===== src/rtl/seg7_activity_counter.sv =====
// Prescaled up/down/hold/step activity counter with registered hex and LED display outputs.
// Optional build macro SEG7_LEAD_ZERO_BLANK_EN blanks leading zero digits (digit 0 always shown).
`timescale 1ns/1ps

module seg7_activity_counter #(
    parameter int unsigned CNT_W      = 32,
    parameter int unsigned NUM_DIGITS = 8,
    parameter int unsigned DISP_SHIFT = 0,
    parameter int unsigned LED_W      = 18,
    parameter int unsigned PRESCALE   = 1
) (
    input  logic                    iCLK,
    input  logic                    iRST,
    input  logic                    iCLR,
    input  logic                    iLOAD,
    input  logic [CNT_W-1:0]        iLOAD_VAL,
    input  logic [1:0]              iMODE,
    input  logic                    iSTEP,
    output logic [CNT_W-1:0]        oCOUNT,
    output logic                    oTICK,
    output logic [7*NUM_DIGITS-1:0] oHEX,
    output logic [LED_W-1:0]        oLED
);

    localparam int unsigned PS_W  = (PRESCALE > 1) ? $clog2(PRESCALE) : 1;
    localparam int unsigned DIG_W = 4 * NUM_DIGITS;
    localparam logic [PS_W-1:0]  PS_LAST = PS_W'(PRESCALE - 1);
    localparam logic [PS_W-1:0]  PS_ONE  = PS_W'(1);
    localparam logic [CNT_W-1:0] CNT_ONE = CNT_W'(1);

    typedef enum logic [1:0] {
        MODE_UP   = 2'b00,
        MODE_DOWN = 2'b01,
        MODE_HOLD = 2'b10,
        MODE_STEP = 2'b11
    } mode_e;

    mode_e mode;
    assign mode = mode_e'(iMODE);

    logic [CNT_W-1:0]        count_q, count_d;
    logic [PS_W-1:0]         presc_q, presc_d;
    logic                    tick_q, tick_d;
    logic [2:0]              step_sync_q, step_sync_d;
    logic [7*NUM_DIGITS-1:0] hex_q, hex_d;
    logic [LED_W-1:0]        led_q, led_d;

    logic             tick;
    logic             step_rise;
    logic [DIG_W-1:0] disp_bits;
    logic [3:0]       nib;
`ifdef SEG7_LEAD_ZERO_BLANK_EN
    logic             upper_nz;
`endif

    function automatic logic [6:0] seg7(input logic [3:0] v);
        case (v)
            4'h0: seg7 = 7'h40;
            4'h1: seg7 = 7'h79;
            4'h2: seg7 = 7'h24;
            4'h3: seg7 = 7'h30;
            4'h4: seg7 = 7'h19;
            4'h5: seg7 = 7'h12;
            4'h6: seg7 = 7'h02;
            4'h7: seg7 = 7'h78;
            4'h8: seg7 = 7'h00;
            4'h9: seg7 = 7'h10;
            4'hA: seg7 = 7'h08;
            4'hB: seg7 = 7'h03;
            4'hC: seg7 = 7'h46;
            4'hD: seg7 = 7'h21;
            4'hE: seg7 = 7'h06;
            default: seg7 = 7'h0E;
        endcase
    endfunction

    // Counter, prescaler and step synchroniser
    always_comb begin
        tick        = (presc_q == PS_LAST);
        step_rise   = step_sync_q[1] & ~step_sync_q[2];
        step_sync_d = {step_sync_q[1:0], iSTEP};
        presc_d     = tick ? '0 : presc_q + PS_ONE;
        tick_d      = tick;
        count_d     = count_q;
        if (iCLR) begin
            count_d = '0;
            presc_d = '0;
            tick_d  = 1'b0;
        end else if (iLOAD) begin
            count_d = iLOAD_VAL;
        end else begin
            case (mode)
                MODE_UP:   if (tick) count_d = count_q + CNT_ONE;
                MODE_DOWN: if (tick) count_d = count_q - CNT_ONE;
                MODE_HOLD: count_d = count_q;
                MODE_STEP: if (step_rise) count_d = count_q + CNT_ONE;
                default:   count_d = count_q;
            endcase
        end
    end

    // Zero-extend above the counter so digits past CNT_W decode as 0
    always_comb begin
        disp_bits = DIG_W'({{DIG_W{1'b0}}, count_q} >> DISP_SHIFT);
        led_d     = count_q[CNT_W-1 -: LED_W];
        hex_d     = '0;
        nib       = '0;
`ifdef SEG7_LEAD_ZERO_BLANK_EN
        upper_nz  = 1'b0;
`endif
        for (int unsigned k = 0; k < NUM_DIGITS; k++) begin
            nib = disp_bits[4*(NUM_DIGITS-1-k) +: 4];
`ifdef SEG7_LEAD_ZERO_BLANK_EN
            upper_nz = upper_nz | (nib != 4'h0);
            if ((k != NUM_DIGITS - 1) && !upper_nz)
                hex_d[7*(NUM_DIGITS-1-k) +: 7] = 7'h7F;
            else
                hex_d[7*(NUM_DIGITS-1-k) +: 7] = seg7(nib);
`else
            hex_d[7*(NUM_DIGITS-1-k) +: 7] = seg7(nib);
`endif
        end
    end

    always_ff @(posedge iCLK or posedge iRST) begin
        if (iRST) begin
            count_q     <= '0;
            presc_q     <= '0;
            tick_q      <= 1'b0;
            step_sync_q <= '0;
            hex_q       <= {NUM_DIGITS{7'h40}};
            led_q       <= '0;
        end else begin
            count_q     <= count_d;
            presc_q     <= presc_d;
            tick_q      <= tick_d;
            step_sync_q <= step_sync_d;
            hex_q       <= hex_d;
            led_q       <= led_d;
        end
    end

    assign oCOUNT = count_q;
    assign oTICK  = tick_q;
    assign oHEX   = hex_q;
    assign oLED   = led_q;

endmodule


===== config.mk =====
export PLATFORM = sky130hd
export DESIGN_NAME = seg7_activity_counter
export DESIGN_NICKNAME = d
export VERILOG_FILES = /design/src/rtl/seg7_activity_counter.sv
export SDC_FILE = /design/constraint.sdc
export NUM_CORES = 1
export LEC_CHECK = 0
export CAP_MARGIN = 0
export CORE_ASPECT_RATIO = 1.2
export CORE_UTILIZATION = 35
export CTS_BUF_LIST = sky130_fd_sc_hd__clkbuf_4 sky130_fd_sc_hd__clkbuf_8
export CTS_CLUSTER_DIAMETER = 80
export DETAILED_ROUTE_END_ITERATION = 16
export DONT_BUFFER_PORTS = 1
export HOLD_SLACK_MARGIN = 0.08
export PLACE_DENSITY_LB_ADDON = 0.08
export SLEW_MARGIN = 15
export SYNTH_ARGS = -nofsm -noshare
export SYNTH_HDL_FRONTEND = slang
export SYNTH_SLANG_ARGS = --single-unit

===== constraint.sdc =====
create_clock -name iCLK -period 8 [get_ports iCLK]
set_clock_uncertainty 0.15 [all_clocks]
set_input_delay 0.8 -clock iCLK [delete_from_list [all_inputs] [get_ports iCLK]]
set_output_delay 0.8 -clock iCLK [all_outputs]
set_load 0.05 [all_outputs]

Word-level counts from Yosys, hierarchy flattened
Memory sizes are Yosys's and may differ from the RTL's. A register that Yosys moved wholly into a read port is not among the register bits.
Index checks and enable logic that the tools add are counted.
Widths: inputs -> output; s select.
{ "classes": {"addsub": 3, "eq_ne": 7, "muxes": 9, "n_bitwise": 3, "n_reduce_logical": 2} }
{ "op_table": {"columns": ["operator", "count"], "rows": [
  ["$mux 32", 5],
  ["$pmux 32 s3", 1],
  ["$add 32x1->32 const B", 1],
  ["$sub 32x1->32 const B", 1],
  ["$ne 4x4->1 const B", 3],
  ["$eq 2x2->1 const B", 2],
  ["$reduce_and 4->1", 1],
  ["$mux 1", 3],
  ["$ne 3x3->1 const B", 1],
  ["$eq 2x1->1 const B", 1],
  ["$logic_not 2->1", 1],
  ["$not 1->1", 2],
  ["$add 1x1->1 const B", 1],
  ["$and 1x1->1", 1]
]} }
{ "totals": {"reg_bits": 55, "romBits": 896, "output_inout_bits": 107, "mem_count": 8} }
{ "mem_list": {"columns": ["name", "depth", "width", "read_ports", "rd_clocked_by_memory_dff", "wr", "line_no", "rtl"], "rows": [
  ["(name not given)", 16, 7, 1, 1, 0, "57", "case (v)"],
  ["(name not given)", 16, 7, 1, 1, 0, "57", null],
  ["(name not given)", 16, 7, 1, 1, 0, "57", null],
  ["(name not given)", 16, 7, 1, 1, 0, "57", null],
  ["(name not given)", 16, 7, 1, 1, 0, "57", null],
  ["(name not given)", 16, 7, 1, 1, 0, "57", null],
  ["2 more memories", null, null, null, null, null, null, null]
]} }

Logic depth before layout (Yosys ltp)
Gate-level depths: netlist of the first run.
{ "logic_depth": {"word_depth": 6, "mapped_depth": 14} }

Worst setup path after synthesis of the first run
Ideal clock, no wire load.
{ "synth_timing": {"kind": "input-to-reg", "from": "in iMODE[0]", "to": "reg count_q[24] (netlist: oCOUNT[24])", "arrival_time_ps": 3570, "slack_ps": 4159, "cell_stages": 14, "n_path_buf": 4, "path_cell_list": "nor2b_1 -> buf_2 -> buf_4 -> buf_2 -> buf_1 -> xnor2_1 -> ha_1 -> nand3_1 -> o21ai_0 -> a2bb2oi_2 -> nor3_1 -> mux2i_1 -> xnor2_1 -> a22o_1"} }
{ "synth_via": {"elab_chain_cells": 4, "word_cells_on_any_way": 12, "classes_between": "eq/ne: 7; mux: 3; reduce/logical: 2"} }
{ "synth_lines": {"columns": ["item", "line_no", "rtl"], "rows": [
  ["start: declaration", "17", "input logic [1:0] iMODE,"],
  ["$eq 2x2->1 (tied with other cells)", "92", "case (mode)"],
  ["$pmux 32 s3", "92", null],
  ["$mux 32", "89", "end else if (iLOAD) begin"],
  ["$mux 32", "85", "if (iCLR) begin"],
  ["end signal: assignment", "134", "count_q <= count_d;"],
  ["end: declaration", "41", "logic [CNT_W-1:0] count_q, count_d;"]
]} }
Parallel ways exist; a longest one is shown, timed or not.
A chain may end at the register's enable or synchronous reset.

Final worst setup path of the first run
{ "layout_timing": {"from": "reg count_q[1] (netlist: oCOUNT[1])", "to": "reg count_q[24] (netlist: oCOUNT[24])"} }
{ "layout_via": {"elab_chain_cells": 5, "word_cells_on_any_way": 8, "classes_between": "add/sub: 2; mux: 6"} }
{ "layout_lines": {"columns": ["item", "line_no"], "rows": [
  ["$add 32x1->32 or $sub 32x1->32 (tied branches)", "93, 96, 94"],
  ["$mux 32, on equally long branches", "96, 93, 94"],
  ["$pmux 32 s3 (*)", "92"],
  ["$mux 32 (*)", "89"],
  ["$mux 32 (*)", "85"]
]} }
Mark *: on every way between the ends. The rest lies on a longest branch, timed or not. The select of a mux whose other input is x is not followed.

==> out/qor.yml, run 1 <==
outcome:
  status: "finished, final reports clean"
setup_path:
  critical_path.startpoint: "oCOUNT[1]"
  slowest_stage: "dfrtp_1"
  cp_common_cell: "xnor2_1"
  critical_path_class: "reg -> reg"
  max_stage_delay_ps: 940
  cp_max_fo: 16
  cp.required_ps: 8140
  start_kind: "register"
  crit_path_end_kind: "register"
  crit_family: "flip-flops"
  r2r_start: "oCOUNT[1]"
  worstPathCellList: "inv_1 > xnor2_1 > ha_1 > nand3_1 > o21ai_0 > a2bb2oi_2 > nor3_1 > mux2i_1 > xnor2_1 > a22o_1"
  critPathBufInv: 1
  arrival_ps: 3950
pwr:
  leakage_nw: 3.00
  power_density_nw_per_um2: 194
  ir_drop_uv: 93.4
layout:
  register_area_um2: 2760
  utilization_pct: 38.0
  multiInputGateArea_um2: 3970
  n_fill_cell: 2012
  final_cells: 1024
  area_delta_synth_final_pct: 5.70
  drive_above_1_share_pct: 9.71
  nNetsFinal: 845
synth:
  yosys_warnings: 0
  synthArstFlopShare_pct: 100
  synthFlopType: "dfrtp_1"
  yosysTopAreaCell: "dfrtp_1"
  ys_top_cells_by_count: "102 x dfrtp_1, 85 x nand2_1, 62 x nor2_1, 49 x ha_1, 48 x a21oi_1"
  synth_top_cells_by_area: "dfrtp_1 36%, ha_1 8.7%, nand2_1 4.5%"
  synth.distinct_cells: 79
  syn_avg_cell_area_um2: 8.99
  ys_seq_elements: 110
  syn_area_um2: 7070
  synth_edf_count: 0
  yosys.area.top_type_share_pct: 36.1
  synth_most_common_cell: "dfrtp_1"
  syn_inst: 786
  synth.net_count: 874
  ys_seq_area_share_pct: 39.1
detailed_routing:
  drt_iter0_drc: 293
  routed_wl_um: 21500
  vias: 5767
  vias_per_cell: 5.63
  postRouteAntennaNets: 0
  dr.pass1.iters: 5
  routedWlPerCell_um: 21.0
  drc_errors: 0
timing:
  period_needed_ps: 3810
  setup_violations: 0
  rsz0062_at_grt: "no"
  setup_tns_ps: 0
  finalCritPeriodShare_pct: 47.6
  drv_slew: 0
  finalHoldViolCount: 0
  relSlewSlack_pct: 24.9
  max_freq_mhz: 263
  worst_slew_pin_slew_ps: 1130
clocking:
  path_clk_slew_ps: 110
  cts_sinks: 110
  ctsResizeCount: 0
  cts-root-buf: "clkbuf_8"
  cts_tree: "built"
  clockBufferDepth: 2
  cts_hold_buf: 0
  htree_levels: 3
  insertion_delay_ps: 390
  cts_setup_buffers: 0
  cts_buffers: 9
floorplan:
  die_y_um: 158
  die_area_um2: 20800
  die_w_um: 132
  start_util_pct: 35.9
  rows: 56
  io_pins: 146
  coreArea_um2: 19700
global_route:
  grt_usage_pct: 21.0
  grt_pass1_wl_um: 33700
  antenna_found_initial: 1
  overflow: 0
  grt_max_degree: 61
  grt_pass1_vias: 5730
placement:
  dp_hpwl_um: 15400
  routabilityCongestion: 0.870
  placed_cells: 1007
  place.port_buffers: 0
min_path:
  worstHoldPathType: "in -> async"
flow_run:
  maxCapViolations: 0
==> worst paths after layout <==
kind	end	slack [ps]	depth (start not counted)
worst max-delay path	oCOUNT[24]	4190	10
worst min-delay path	oLED[9]	210	1
worst max register to register	oCOUNT[24]	4190	10
worst min register to register	step_sync_q[1]	210	0
max in group asynchronous	oCOUNT[17]	6260	2
min in group iCLK	step_sync_q[1]	210	0
==> per-layer routing <==
layer | part of all wire, % | GRT usage [%] | routed length (um)
met4 | 2.7 | 8.36 | 571
met5 | 0 | 0 | 0
met3 | 4.4 | 3.65 | 938
met2 | 51 | 37.7 | 10900
met1 | 42 | 25.0 | 9050
==> report_power, final <==
group / leakage, nW / internal, mW / switching, mW / total, mW
clock network: 0.0964 / 0.123 / 0.214 / 0.337
registers: 1.41 / 0.612 / 0.245 / 0.856
logic: 1.50 / 0.0921 / 0.164 / 0.256
total: 3.00 / 0.826 / 0.623 / 1.45
==> metrics by stage <==
| step | power, mW | area (um2) | setup WS, ps | hold slack (ps) |
|---|---|---|---|---|
| 4_1_cts | 1.47 | 7470 | 4190 | 217 |
| 6_report | 1.45 | 7470 | 4190 | 212 |
| 5_1_grt | 1.52 | 7470 | 3920 | 229 |
| 3_3_place_gp | 1.13 | 7280 | 4120 | 184 |
| 2_1_floorplan | 1.05 | 7070 | 4160 | 181 |
| 3_5_place_dp | 1.13 | 7280 | 4080 | 190 |
==> layout make-up <==
type,instances,share of cell area [%]
multi-input combinational,593,53.1
sequential,110,37.0
tap,261,4.37
clock buffer,10,1.76
timing repair buffer,17,1.71
inverter,26,1.34
clock inverter,6,0.737
antenna,1,0.0335
==> state kept, by name, indices dropped and copies added (netlist names) <==
name	flops
oCOUNT	32
oHEX	56
oLED	18
oTICK	1
step_sync_q	3
==> logic make-up (layout without fill, tap and decap cells) <==
logic type / count (synthesis) / after routing / share of synthesized area, %
muxes: 29 / 29 / 4.50
buffers and inverters: 83 / 59 / 4.85
xor gates and xnor gates: 21 / 21 / 2.60
adders and majority gates: 49 / 49 / 8.67
and+or+nand+nor: 305 / 305 / 22.4
AOI/OAI and AO/OA: 189 / 189 / 17.9
other: 0 / 1 / 0
DFF: 110 / 110 / 39.1
==> cell usage in the layout (no fill, tap or decap), types with 15 or more instances in the layout <==
cell / instances
nand3_1: 29
nor3_1: 22
nand2_1: 85
nor2b_1: 15
ha_1: 49
xnor2_1: 18
dfrtp_1: 102
a21oi_1: 48
inv_1: 23
mux2i_1: 25
buf_4: 17
nor2_1: 62
o21ai_0: 47
No activity file was read; power rests on OpenSTA's default activity.
==> inputs of run 2 (changes only) <==
==> constraint.sdc (replaced) <==
create_clock -name iCLK -period 3.1 [get_ports iCLK]
set_clock_uncertainty 0.15 [all_clocks]
set_input_delay 0.31 -clock iCLK [delete_from_list [all_inputs] [get_ports iCLK]]
set_output_delay 0.31 -clock iCLK [all_outputs]
set_load 0.05 [all_outputs]
==> run 2 against run 1 <==
  * Utilization grew 4.5 points
  * Total power grew to 2.8 times the previous value
  * Worst setup slack lost 4100 ps
  * Count of clock-buffer cells in the layout shrank 1
  * Cell count grew 8.4%
  * Largest cell class unchanged
  * Critical endpoint is now oCOUNT[22]
  * Combinational power grew to 3.6 times the previous value
  * Fmax grew 28%
==> out/qor.yml, run 2 (same netlist as run 1, synthesis figures left out) <==
global_route:
  antenna_found_initial: 0  # -1
  overflow: 0  # unchanged
  grt_usage_pct: 21.9  # +0.88 points
  grt_max_degree: 67  # +9.8%
  grt_pass1_vias: 6211  # +8.4%
  grt_pass1_wl_um: 35100  # +4.1%
timing:
  max_freq_mhz: 337  # +28%
  finalHoldViolCount: 0  # unchanged
  setup_tns_ps: 0  # unchanged
  worst_slew_pin_slew_ps: 1050  # -76.8 ps
  finalCritPeriodShare_pct: 95.8  # +48 points
  drv_slew: 0  # unchanged
  relSlewSlack_pct: 30.0  # +5.1 points
  setup_violations: 0  # unchanged
  period_needed_ps: 2970  # -838 ps
min_path:
  worstHoldPathType: "in -> reg"
detailed_routing:
  postRouteAntennaNets: 0  # unchanged
  routed_wl_um: 22300  # +3.8%
  routedWlPerCell_um: 20.1  # -4.3%
  vias: 6191  # +7.4%
  drc_errors: 0  # unchanged
  vias_per_cell: 5.58  # -0.97%
  drt_iter0_drc: 277  # -5.5%
  dr.pass1.iters: 5  # unchanged
setup_path:
  slowest_stage: "dlygate4sd3_1"
  worstPathCellList: "buf_6 > or4_4 > nor3_4 > a21oi_4 > a32oi_2 > nor4_1 > or3b_1 > nand3_1 > dlygate4sd3_1"
  crit_path_end_kind: "register"
  start_kind: "register"
  max_stage_delay_ps: 550  # -390 ps
  critical_path_class: "reg -> reg"
  arrival_ps: 3160  # -790 ps
  critPathBufInv: 2  # +1
  cp.required_ps: 3290  # -4850 ps
  cp_max_fo: 15  # -1
  crit_family: "simple AND/OR/NAND/NOR gates"
clocking:
  clockBufferDepth: 2  # unchanged
  cts_sinks: 110  # unchanged
  path_clk_slew_ps: 110  # about the same
  cts_tree: "built"
  htree_levels: 3  # unchanged
  insertion_delay_ps: 390  # about the same
  cts_buffers: 9  # unchanged
  cts-root-buf: "clkbuf_8"
floorplan:
  die_y_um: 158  # unchanged
  coreArea_um2: 19700  # unchanged
  die_w_um: 132  # unchanged
  rows: 56  # unchanged
  die_area_um2: 20800  # unchanged
  start_util_pct: 35.9  # unchanged
  io_pins: 146  # unchanged
flow_run:
  maxCapViolations: 0  # unchanged
layout:
  layout_common_cells: "97 x dfrtp_1, 85 x nand2_1, 60 x nor2_1, 57 x buf_4"
  register_area_um2: 2770  # +0.23%
  multiInputGateArea_um2: 4020  # +1.3%
  nNetsFinal: 932  # +10%
  largest_reg_flops: 56  # unchanged
  n_fill_cell: 1968  # -2.2%
  final_common_cell: "dfrtp_1"
  antenna_cells: 0  # -1
  area_delta_synth_final_pct: 18.3
  drive_above_1_share_pct: 15.2  # +5.5 points
  utilization_pct: 42.5  # +4.5 points
outcome:
  status: "finished, final reports clean"
pwr:
  ir_drop_uv: 295  # +220%
  power_density_nw_per_um2: 481  # +150%
  leakage_nw: 3.43  # +14%
placement:
  place.port_buffers: 0  # unchanged
  dp_hpwl_um: 16200  # +5.2%
  routabilityCongestion: 0.898  # +3.2%
-- run 2: final timing paths --
| path | from | slack, ps | end | depth (start not counted) |
|---|---|---|---|---|
| max in group asynchronous | iRST | 2080 | oHEX[6] | 3 |
| setup reg to reg | oCOUNT[1] | 130 | oCOUNT[22] | 9 |
| hold reg to reg | step_sync_q[0] | 210 | step_sync_q[1] | 0 |
| hold / removal | iCLR | 190 | oCOUNT[27] | 2 |
| setup / recovery | oCOUNT[1] | 130 | oCOUNT[22] | 9 |
| min in group asynchronous | iRST | 330 | oHEX[30] | 3 |
-- run 2: cell type report --
| cell class | count | share of cell area (%) |
|---|---|---|
| clock buffer | 9 | 1.48 |
| clock inverter | 7 | 1.23 |
| inverter | 26 | 1.21 |
| multi-input combinational | 593 | 48.0 |
| sequential | 110 | 33.1 |
| tap | 261 | 3.91 |
| timing repair buffer | 104 | 11.0 |
-- run 2: power breakdown --
group / total [mW] / switching, mW / internal [mW]
logic: 0.928 / 0.593 / 0.335
clock network: 1.01 / 0.541 / 0.467
registers: 2.09 / 0.503 / 1.58
total: 4.02 / 1.64 / 2.38
-- run 2: per-stage QoR --
stage	hold WS, ps	worst slack [ps]	cells	power, mW	cell area [um2]
3_3_place_gp	137	227	1047	2.96	7620
2_1_floorplan	181	28.1	786	2.72	7080
5_1_grt	184	-16.5	1110	4.24	8360
4_1_cts	166	28.3	1107	4.06	8280
3_5_place_dp	141	234	1047	2.97	7620
6_report	190	129	1110	4.02	8360
-- run 2: timing repair --
| action | 4_1_cts | 5_1_grt |
|---|---|---|
| hold buffers | 44 | 0 |
| hold endpoints to repair | 144 | 0 |
| setup endpoints to repair | 0 | 2 |
| buffers inserted | 0 | 3 |
| resized for setup | 0 | 15 |
-- run 2: layer usage --
metal | track usage [%] | routed length, um | vias up
li1 | - | - | 2935
met2 | 40.1 | 11500 | 198
met1 | 25.0 | 9040 | 3019
met5 | 0 | 0 | -
met4 | 9.14 | 649 | 0
met3 | 4.26 | 1120 | 39
